## src/rtl/mem_arbiter.sv

```systemverilog
`default_nettype none
// ============================================================================
// Module   : mem_arbiter
// Brief    : Shares one single-ported data memory between the instruction-fetch
//            and load/store ports. Sub-word stores become read-modify-write
//            sequences when MEM_ARB_RMW_EN is defined.
// Revision : 1.0 - initial release
// ============================================================================
module mem_arbiter #(
  parameter int unsigned STARVE_MAX = 4
) (
  input  logic        clk,
  input  logic        reset,
  input  logic        i_req,
  input  logic [31:0] i_addr,
  output logic        i_ack,
  output logic [31:0] i_rdata,
  input  logic        d_req,
  input  logic        d_we,
  input  logic [3:0]  d_be,
  input  logic [31:0] d_addr,
  input  logic [31:0] d_wdata,
  output logic        d_ack,
  output logic [31:0] d_rdata,
  output logic [31:0] mem_raddr,
  output logic [31:0] mem_waddr,
  output logic [31:0] mem_wdata,
  output logic        mem_wr,
  input  logic [31:0] mem_rdata,
  output logic        busy
);

  typedef enum logic [2:0] {
    IDLE     = 3'd0,
    RADDR    = 3'd1,
    RDATA    = 3'd2,
    WRITE    = 3'd3,
    MR_RADDR = 3'd4,
    MR_RDATA = 3'd5,
    MR_WRITE = 3'd6,
    DONE     = 3'd7
  } state_t;

  localparam logic [3:0] c_STARVE_MAX = 4'(STARVE_MAX);

  state_t      r_state;
  state_t      w_nextState;
  logic        r_portI;
  logic [3:0]  r_starveCnt;
  logic        w_grantI;
  logic        w_grantD;

`ifdef MEM_ARB_RMW_EN
  localparam logic [3:0] c_BE_FULL = 4'b1111;
  localparam logic [3:0] c_BE_NONE = 4'b0000;

  logic [3:0]  r_be;
  logic [31:0] w_merged;

  // mem_wdata still holds the latched store data while the old word arrives
  always_comb begin
    w_merged = mem_wdata;
    for (int k = 0; k < 4; k++) begin
      if (!r_be[k]) begin
        w_merged[8*k +: 8] = mem_rdata[8*k +: 8];
      end
    end
  end
`else
  logic w_unusedBe;
  assign w_unusedBe = ^d_be;
`endif

  always_ff @(posedge clk or posedge reset) begin
    if (reset) begin
      r_state <= IDLE;
    end else begin
      r_state <= w_nextState;
    end
  end

  always_comb begin
    w_grantI    = 1'b0;
    w_grantD    = 1'b0;
    w_nextState = r_state;
    mem_wr      = 1'b0;
    i_ack       = 1'b0;
    d_ack       = 1'b0;
    busy        = (r_state != IDLE);
    case (r_state)
      IDLE: begin
        if (i_req && (!d_req || r_starveCnt == c_STARVE_MAX)) begin
          w_grantI = 1'b1;
        end else if (d_req) begin
          w_grantD = 1'b1;
        end
        if (w_grantI || (w_grantD && !d_we)) begin
          w_nextState = RADDR;
        end else if (w_grantD) begin
`ifdef MEM_ARB_RMW_EN
          w_nextState = (d_be == c_BE_FULL || d_be == c_BE_NONE) ? WRITE : MR_RADDR;
`else
          w_nextState = WRITE;
`endif
        end
      end
      RADDR: w_nextState = RDATA;
      RDATA: w_nextState = DONE;
      WRITE: begin
`ifdef MEM_ARB_RMW_EN
        mem_wr = (r_be != c_BE_NONE);
`else
        mem_wr = 1'b1;
`endif
        w_nextState = DONE;
      end
`ifdef MEM_ARB_RMW_EN
      MR_RADDR: w_nextState = MR_RDATA;
      MR_RDATA: w_nextState = MR_WRITE;
      MR_WRITE: begin
        mem_wr      = 1'b1;
        w_nextState = DONE;
      end
`endif
      DONE: begin
        i_ack       = r_portI;
        d_ack       = !r_portI;
        w_nextState = IDLE;
      end
      default: w_nextState = IDLE;
    endcase
  end

  always_ff @(posedge clk or posedge reset) begin
    if (reset) begin
      r_portI     <= 1'b0;
      r_starveCnt <= 4'd0;
      mem_raddr   <= 32'd0;
      mem_waddr   <= 32'd0;
      mem_wdata   <= 32'd0;
      i_rdata     <= 32'd0;
      d_rdata     <= 32'd0;
`ifdef MEM_ARB_RMW_EN
      r_be        <= 4'd0;
`endif
    end else begin
      if (w_grantI || w_grantD) begin
        r_portI   <= w_grantI;
        mem_raddr <= w_grantI ? i_addr : d_addr;
        mem_waddr <= w_grantI ? i_addr : d_addr;
      end
      if (w_grantD && d_we) begin
        mem_wdata <= d_wdata;
`ifdef MEM_ARB_RMW_EN
        r_be      <= d_be;
`endif
      end
      // Starvation is only counted while the fetch port is actually waiting
      if (w_grantI) begin
        r_starveCnt <= 4'd0;
      end else if (w_grantD && i_req && r_starveCnt < c_STARVE_MAX) begin
        r_starveCnt <= r_starveCnt + 4'd1;
      end
      if (r_state == RDATA) begin
        if (r_portI) begin
          i_rdata <= mem_rdata;
        end else begin
          d_rdata <= mem_rdata;
        end
      end
`ifdef MEM_ARB_RMW_EN
      if (r_state == MR_RDATA) begin
        mem_wdata <= w_merged;
      end
`endif
    end
  end

endmodule
`default_nettype wire

```

## config.mk

```make
export PLATFORM = sky130hd
export DESIGN_NAME = mem_arbiter
export DESIGN_NICKNAME = d
export VERILOG_FILES = /design/src/rtl/mem_arbiter.sv
export SDC_FILE = /design/constraint.sdc
export NUM_CORES = 1
export LEC_CHECK = 0
export ABC_CLOCK_PERIOD_IN_PS = 4800
export BUFFER_PORTS_ARGS = -buffer_cell sky130_fd_sc_hd__buf_2
export CAP_MARGIN = 10
export CORE_MARGIN = 2
export CORE_UTILIZATION = 25
export CTS_CLUSTER_DIAMETER = 100
export DETAILED_ROUTE_END_ITERATION = 16
export PLACE_DENSITY_LB_ADDON = 0.15
export SETUP_SLACK_MARGIN = 0.5
export SYNTH_ARGS = -nofsm -noshare
export SYNTH_HDL_FRONTEND = slang
export SYNTH_SLANG_ARGS = --single-unit
```

## constraint.sdc

```tcl
create_clock -name clk -period 4.8 [get_ports clk]
set_clock_uncertainty 0.2 [all_clocks]
set_input_delay 0.24 -clock clk [delete_from_list [all_inputs] [get_ports clk]]
set_output_delay 0.24 -clock clk [all_outputs]
set_load 0.02 [all_outputs]
```

# --- Yosys cells after proc, flatten, opt, wreduce, memory -nomap -nowiden ---
# Index checks and enable logic that the tools add are counted.
word_totals:
  ff_bits: 136
  latchBits: 0
  ram_bits: 0
  romBits: 0
  output_inout_bits: 164
  mem_count: 0
classes:
  addsub: 1
  multipliers: 0
  n_div: 0
  n_lt_le_gt_ge: 1
  n_eq_ne: 6
  n_shift: 0
  muxes: 16
  bitwise: 1
  reduce_logical: 17
ops:
  columns: ["op", "n"]
  rows:
  - ["32-bit 2-to-1 mux", 1]
  - ["1-bit 2-to-1 mux", 10]
  - ["3-bit case mux with 3 select lines", 1]
  - ["4-bit 2-to-1 mux", 2]
  - ["3-bit by 2-bit equality test with 1-bit output (second input constant)", 2]
  - ["3-bit 2-to-1 mux", 2]
  - ["1-bit logical AND", 5]
  - ["4-bit by 1-bit adder with 4-bit output (second input constant)", 1]
  - ["4-bit by 3-bit equality test with 1-bit output (second input constant)", 1]
  - ["4-bit by 3-bit < comparator with 1-bit output (second input constant)", 1]
  - ["2-bit AND reduction", 2]
  - ["3-bit by 1-bit equality test with 1-bit output (second input constant)", 1]
  - ["3-bit equality test (second input constant)", 1]
  - ["1-bit logical NOT", 3]
  - ["3-bit logical NOT", 1]
  - ["1-bit logical OR", 3]
  - ["3-bit by 2-bit != test with 1-bit output (second input constant)", 1]
  - ["3-bit nonzero test", 1]
  - ["2-bit nonzero test", 1]
  - ["2-bit OR reduction", 1]
  - ["1-bit NOT", 1]

# --- Logic depth before layout (Yosys ltp) ---
# Gate-level depths: netlist of the first run.
depth:
  depth_word: 10
  depth_mapped: 7

# --- Worst setup path after synthesis of the first run ---
# Ideal clock, no wire load.
synth_timing:
  path_kind: "register to register"
  start: "register r_starveCnt[0]"
  end: "register mem_waddr[0]"
  arrival_ns: 1.552
  required_time_ns: 4.513
  setup_slack_ns: 2.961
  path_stages_with_launch: 8
  path_cell_list: "dfrtp_1 -> inv_1 -> ha_1 -> nand4b_1 -> nand2_1 -> buf_1 -> nor3_2 -> a211oi_2"
synth_via:
  elab_chain_len: 7
  elab_cells_between_ends: 11
  cone_classes: "1 x eq/ne; 7 x mux; 3 x reduce/logical"
synth_rtl:
  columns: ["element", "line", "rtl"]
  rows:
  - ["from (decl)", "49", "logic [3:0] r_starveCnt;"]
  - ["from (signal assigned)", "162", "r_starveCnt <= r_starveCnt + 4'd1;"]
  - ["4-bit by 3-bit equality test with 1-bit output (*)", "92", "if (i_req && (!d_req || r_starveCnt == c_STARVE_MAX)) begin"]
  - ["1-bit logical OR (*)", "92", null]
  - ["1-bit logical AND (*)", "92", null]
  - ["1-bit 2-to-1 mux", "92", null]
  - ["1-bit 2-to-1 mux (2 in series)", "90", "case (r_state)"]
  - ["32-bit 2-to-1 mux / 1-bit logical OR (equally long branches)", "150, 147", null]
  - ["to (signal assigned)", "150", "mem_waddr <= w_grantI ? i_addr : d_addr;"]
  - ["to (decl)", "26", "output logic [31:0] mem_waddr,"]
# Every way passes the cells marked *; elsewhere a longest branch is shown, timed or not. The select of a mux whose other input is x is not followed.
# A chain may end at the register's enable or synchronous reset.

# --- Worst setup path after layout of the first run ---
layout_timing:
  start: "register r_state[2]"
  end: "register mem_waddr[23]"
layout_via:
  elab_chain_len: 3
  elab_cells_between_ends: 5
  cone_classes: "3 x mux; 2 x reduce/logical"
layout_rtl:
  columns: ["element", "line", "rtl"]
  rows:
  - ["from (decl)", "46", "state_t r_state;"]
  - ["from (signal assigned)", "78", "r_state <= w_nextState;"]
  - ["3-bit logical NOT (*)", "90", null]
  - ["1-bit 2-to-1 mux", "90", null]
  - ["32-bit 2-to-1 mux / 1-bit logical OR (equally long branches)", "150, 147", null]
# Every way passes the cells marked *; elsewhere a longest branch is shown, timed or not.

==> metrics.csv, run 1 <==
stage,metric,value,unit
synth,yosys.cell_types.count,31,
timing,min_period_over_period,62.8,%
setup_path,critPathBufInv,4,
setup_path,required,4950,ps
grt,grt-ovfl-total,0,
timing,rsz0062_at_grt,false,
synth,syn_area,6080,um2
place,port_buffers,296,
timing,tightestPinTransition,901,ps
die,std_cell_rows,57,
setup_path,arrival,3160,ps
synth,synth_area_leaders,"dfrtp_1, mux2_1, mux2_2",
cells_and_area,antenna_cells,0,
drt,first_iter_violations,194,
clock_tree,cts_buffers,17,
synth,synth_top_area_share,56.0,%
grt,antenna_found_initial,0,
setup_path,r2r-end,mem_waddr[23],
cells_and_area,multi_input_area,2240,um2
clock_tree,cts.clk_slew.worst_paths,60,ps
synth,synth_cells,463,
synth,async_flop_share,100,%
run,maxCapViolations,0,
grt,grt_pass1_vias,5262,
synth,yosysMostFrequentCell,dfrtp_1,
synth,ys_seq_area_share,56.0,%
cells_and_area,final_util,39.3,%
cells_and_area,syn_to_final_growth,56.0,%
die,core,24100,um2
synth,ys_ff_latch,136,
clock_tree,clkSinkCount,136,
timing,finalMaxSlewViolations,0,
timing,max_slew_margin,39.9,%
power_and_ir_drop,p_leak,4.35,nW
cells_and_area,final_area,9480,um2
timing,finalSetupViolCount,0,
setup_path,r2r_slack,1790,ps
die,num_io_pins,301,
drt,wl_per_cell,14.5,um
drt,antenna_left,0,
setup_path,end_kind,flop,
drt,via_count,5042,
clock_tree,cts.root.buffer_cell,clkbuf_16,
drt,first_pass_iters,4,
min_path,min_from,d_addr[31],
clock_tree,clk_path_buf_depth,2,
synth,synthesis.nets,602,
die,die_area,25600,um2
timing,final.setup.tns,0,ps
die,die_h,160,um
place,place_congestion,0.744,
setup_path,crit_path_cell_trace,nor3_4 -> inv_2 -> buf_4 -> nor2_2 -> buf_4 -> nor2_1 -> a211oi_2 -> dlygate4sd3_1,
synth,yosysTopAreaCell,dfrtp_1,
timing,setup_ws,1790,ps
setup_path,critical-path-top-delay-family,buffers and inverters,
die,die_w,160,um
grt,grt_max_degree,98,
power_and_ir_drop,p_total,6.44,mW
place,pre_cts_ws,2280,ps
clock_tree,tritoncts,done,
synth,yosysWarnings,0,
clock_tree,htreeDepth,4,
drt,routed_wl,17300,um
setup_path,critPathLaunchType,flop,
grt,grt_use_total,13.6,%
drt,viasPerCell,4.23,
cells_and_area,layout-drive-gt1-share,49.3,%
timing,period_minus_slack,3010,ps
setup_path,critPathSlowestCell,dlygate4sd3_1,
setup_path,critical-path-max-stage-delay,570,ps
grt,grt_pass1_wl,27600,um
setup_path,r2r_start,r_state[2],
run_status,status,finished clean,
power_and_ir_drop,p_per_area,680,nW/um2
timing,whs,15.1,ps
synth,ys.flop_type,dfrtp_1,
min_path,whs_path_depth,3,
drt,drc,0,
min_path,whs_endpoint,mem_waddr[31],
setup_path,critPathKind,flop to flop,
place,dp_hpwl,11500,um
timing,achievable-frequency,0.332,GHz
setup_path,r2r_cells,8,
power_and_ir_drop,ir_worst_vdd,0.284,mV
place,placed_cells,1029,
synth,synth_edf_count,0,
clock_tree,ctsResizeCount,0,
die,initial_utilization,25.2,%
min_path,hold_class,primary input to flop,
clock_tree,clk_latency,410,ps
synth,synth_area_per_cell,13.1,um2
setup_path,worstPathMaxFanout,66,
cells_and_area,fill_cells,2390,
cells_and_area,nets,993,
cells_and_area,fin_cells,1191,
timing,hold_viol,0,
synth,synth_top_cells_by_count,"dfrtp_1, nor2_1, mux2_1, buf_4, mux2_2",
place,placed_area,7610,um2
setup_path,crit_top_cell,buf_4,
cells_and_area,regArea,3400,um2
what timing repair did:
action                                 4_1_cts  5_1_grt
hold buffers                               130        0
buffers inserted                             0        0
endpoints found under the hold margin      226        0
cells by family (layout without fill, tap and decap cells):
group,Yosys count,in the layout,synth area share [%]
AOI/OAI and AO/OA,40,40,7.35
adders and majority gates,2,2,0.412
buffers and inverters,67,471,7.29
DFF,136,136,56.0
muxes,97,97,18.0
and+or+nand+nor,121,121,11.0
report_power, final:
| part | total [mW] | internal, mW | switching (mW) |
|---|---|---|---|
| logic | 3.12 | 1.31 | 1.81 |
| registers | 2.06 | 1.72 | 0.346 |
| clock network | 1.26 | 0.696 | 0.566 |
worst register-to-register path, delay by kind of cell (launching register included):
family,cells,cell delay (ps)
AO/OA/AOI/OAI,1,160
flip-flops,1,520
buffers and inverters,4,1310
AND/OR/NAND/NOR,3,760
cells in the final DEF, fill, tap and decap left out, types with 2 or more instances in the layout:
cell and n:
clkbuf_16 17, dfrtp_1 136, inv_6 8, nor4b_4 2, nor3_2 17, buf_4 7, a211oi_2 30, dlygate4sd3_1 130
mux2_1 61, nand2_1 3, inv_1 3, a22o_1 2, nand3_1 3, nor2b_1 3, clkinvlp_4 3, inv_2 2
ha_1 2, a211oi_1 3, mux2_2 36, nor2_1 73, clkinv_4 2, nor3_1 15, buf_2 296
sequential cells by signal, summed over array words and instances, names as in the netlist:
name,cells
d_rdata,32
i_rdata,32
mem_waddr,32
mem_wdata,32
r_starveCnt,4
r_state,3
r_portI,1
how the worst max path moves through the flow:
stage,from,cells after the start,slack [ps],endpoint
floorplan,reset,1,720,d_rdata[0]
global route,r_state[2],8,1570,mem_waddr[7]
finish,r_state[2],8,1790,mem_waddr[23]
CTS,r_state[2],8,1760,mem_waddr[7]
global placement,r_state[2],7,2330,mem_waddr[30]
detailed placement,r_state[2],7,2280,mem_waddr[16]
layout make-up:
cell class	instances	share of cell area, %
multi-input cells	260	23.6
clock inverters	14	1.36
flip-flops and latches	136	35.9
repair buffers	433	29.9
inverters	6	0.290
clock buffers	18	4.63
well taps	324	4.28
layer usage:
metal,routed length (um),global-route usage (%)
met1,7490,16.6
met2,8260,23.3
met3,1350,4.23
met4,161,3.73
met5,0,0
Power figures use the tool's default switching activity.
==> inputs of run 2 (changes only) <==
ABC_CLOCK_PERIOD_IN_PS = 2900   (was 4800)
clock period = 2.9 ns   (was 4.8 ns; I/O delays follow)
==> metrics.csv, run 2 (same netlist as run 1, synthesis figures left out) <==
stage,metric,value,unit
cells_and_area,final_cell_mix,"buf_2, dfrtp_1, dlygate4sd3_1",
setup_path,critPathSlowestCell,dfrtp_1,
power_and_ir_drop,ir_worst_vdd,0.401,mV
run,maxCapViolations,0,
run_status,status,finished clean,
grt,grt_use_met2,23.6,%
setup_path,critical-path-max-stage-delay,500,ps
setup_path,crit_path_cell_trace,nor3_4 -> inv_2 -> buf_12 -> buf_2,
setup_path,critPathLaunchType,flop,
min_path,hold_class,primary input to async pin,
die,std_cell_rows,57,
cells_and_area,fill_cells,2338,
cells_and_area,final_common_cell,buf_2,
setup_path,worstPathMaxFanout,65,
power_and_ir_drop,p_per_area,1100,nW/um2
grt,grt_pass1_wl,28100,um
timing,achievable-frequency,0.438,GHz
timing,period_minus_slack,2280,ps
clock_tree,clk_path_buf_depth,2,
timing,max_slew_margin,28.8,%
place,dp_hpwl,11500,um
clock_tree,clkSinkCount,136,
setup_path,crit_cells,4,
cells_and_area,layout-drive-gt1-share,49.3,%
clock_tree,tritoncts,done,
die,core,24100,um2
setup_path,critPathBufInv,3,
power_and_ir_drop,p_leak,4.43,nW
timing,whs,162,ps
timing,finalSetupViolCount,0,
timing,finalMaxSlewViolations,0,
place,port_buffers,296,
place,placed_area,7670,um2
die,initial_utilization,25.2,%
clock_tree,cts_buffers,17,
drt,viasPerCell,4.24,
setup_path,required,2560,ps
drt,routed_wl,17300,um
die,num_io_pins,301,
place,place_congestion,0.778,
cells_and_area,syn_to_final_growth,58.3,%
setup_path,critical-path-top-delay-family,buffers and inverters,
drt,antenna_left,0,
grt,busiest_layer,met2,
clock_tree,post_cts_buffers,0,
timing,rsz0062_at_grt,true,
drt,first_iter_violations,169,
timing,tightestPinTransition,1060,ps
die,die_area,25600,um2
cells_and_area,nets,997,
timing,min_period_over_period,78.8,%
setup_path,r2r_cells,6,
die,die_w,160,um
drt,wl_per_cell,14.5,um
drt,first_pass_iters,4,
grt,antenna_found_initial,1,
setup_path,arrival,1940,ps
grt,grt_use_total,13.8,%
timing,hold_viol,0,
cells_and_area,final_area,9620,um2
power_and_ir_drop,p_total,10.6,mW
grt,grt-ovfl-total,0,
grt,grt_pass1_vias,5376,
clock_tree,ctsResizeCount,0,
grt,grt_max_degree,70,
grt,use_met3,3.48,%
clock_tree,htreeDepth,4,
drt,drc,0,
drt,via_count,5061,
timing,final.setup.tns,0,ps
clock_tree,cts.clk_slew.worst_paths,60,ps
setup_path,critPathKind,flop to output pin,
grt,met1_usage,16.9,%
clock_tree,cts.root.buffer_cell,clkbuf_16,
clock_tree,clk_latency,420,ps
setup_path,end_kind,output pin,
die,die_h,160,um
run 2: timing repair:
item	in CTS	in global routing
setup endpoints to repair	0	32
endpoints found under the hold margin	185	0
hold buffers	132	0
run 2: metrics by stage:
| step | std cells | setup slack (ps) | util, % |
|---|---|---|---|
| 2_1_floorplan | 463 | 862 | - |
| 3_3_place_gp | 1031 | 681 | 31.8 |
| 3_5_place_dp | 1031 | 574 | 31.8 |
| 4_1_cts | 1194 | 554 | 39.9 |
| 5_1_grt | 1195 | 448 | 39.9 |
| 6_report | 1195 | 615 | 39.9 |
run 2: worst paths after layout:
kind                                start        endpoint  slack [ps]
setup / recovery               r_state[0]            busy         620
hold / removal                      reset     d_rdata[28]         160
setup reg to reg           r_starveCnt[0]    mem_wdata[7]         620
hold reg to reg               i_rdata[26]     i_rdata[26]         280
max in group asynchronous           reset  r_starveCnt[3]        1600
min in group clk              d_wdata[19]   mem_wdata[19]         270
run 2: final cells by class:
class | instances | area [um2] | area share (%)
timing repair buffer | 437 | 2910 | 30.2
tap | 324 | 405 | 4.21
multi-input combinational | 260 | 2240 | 23.3
clock inverter | 13 | 193 | 2.00
sequential | 136 | 3400 | 35.4
inverter | 6 | 26.3 | 0.273
clock buffer | 18 | 439 | 4.56
antenna | 1 | 2.50 | 0.0260
run 2: power by group:
part	internal, mW	leakage [nW]	switching [mW]
Combinational	1.89	2.53	2.93
Sequential	2.85	1.60	0.573
Clock	1.47	0.303	0.875
run 2: tightest hold or removal path, stage by stage:
cell	delay, ps
dlygate4sd3_1	560
buf_2	140
clkinvlp_4	360
run 2: metal layers:
layer / vias up / part of all wire, %
met5: - / 0
li1: 2376 / -
met2: 207 / 49
met4: 0 / 1.4
met1: 2464 / 43
met3: 14 / 6.2
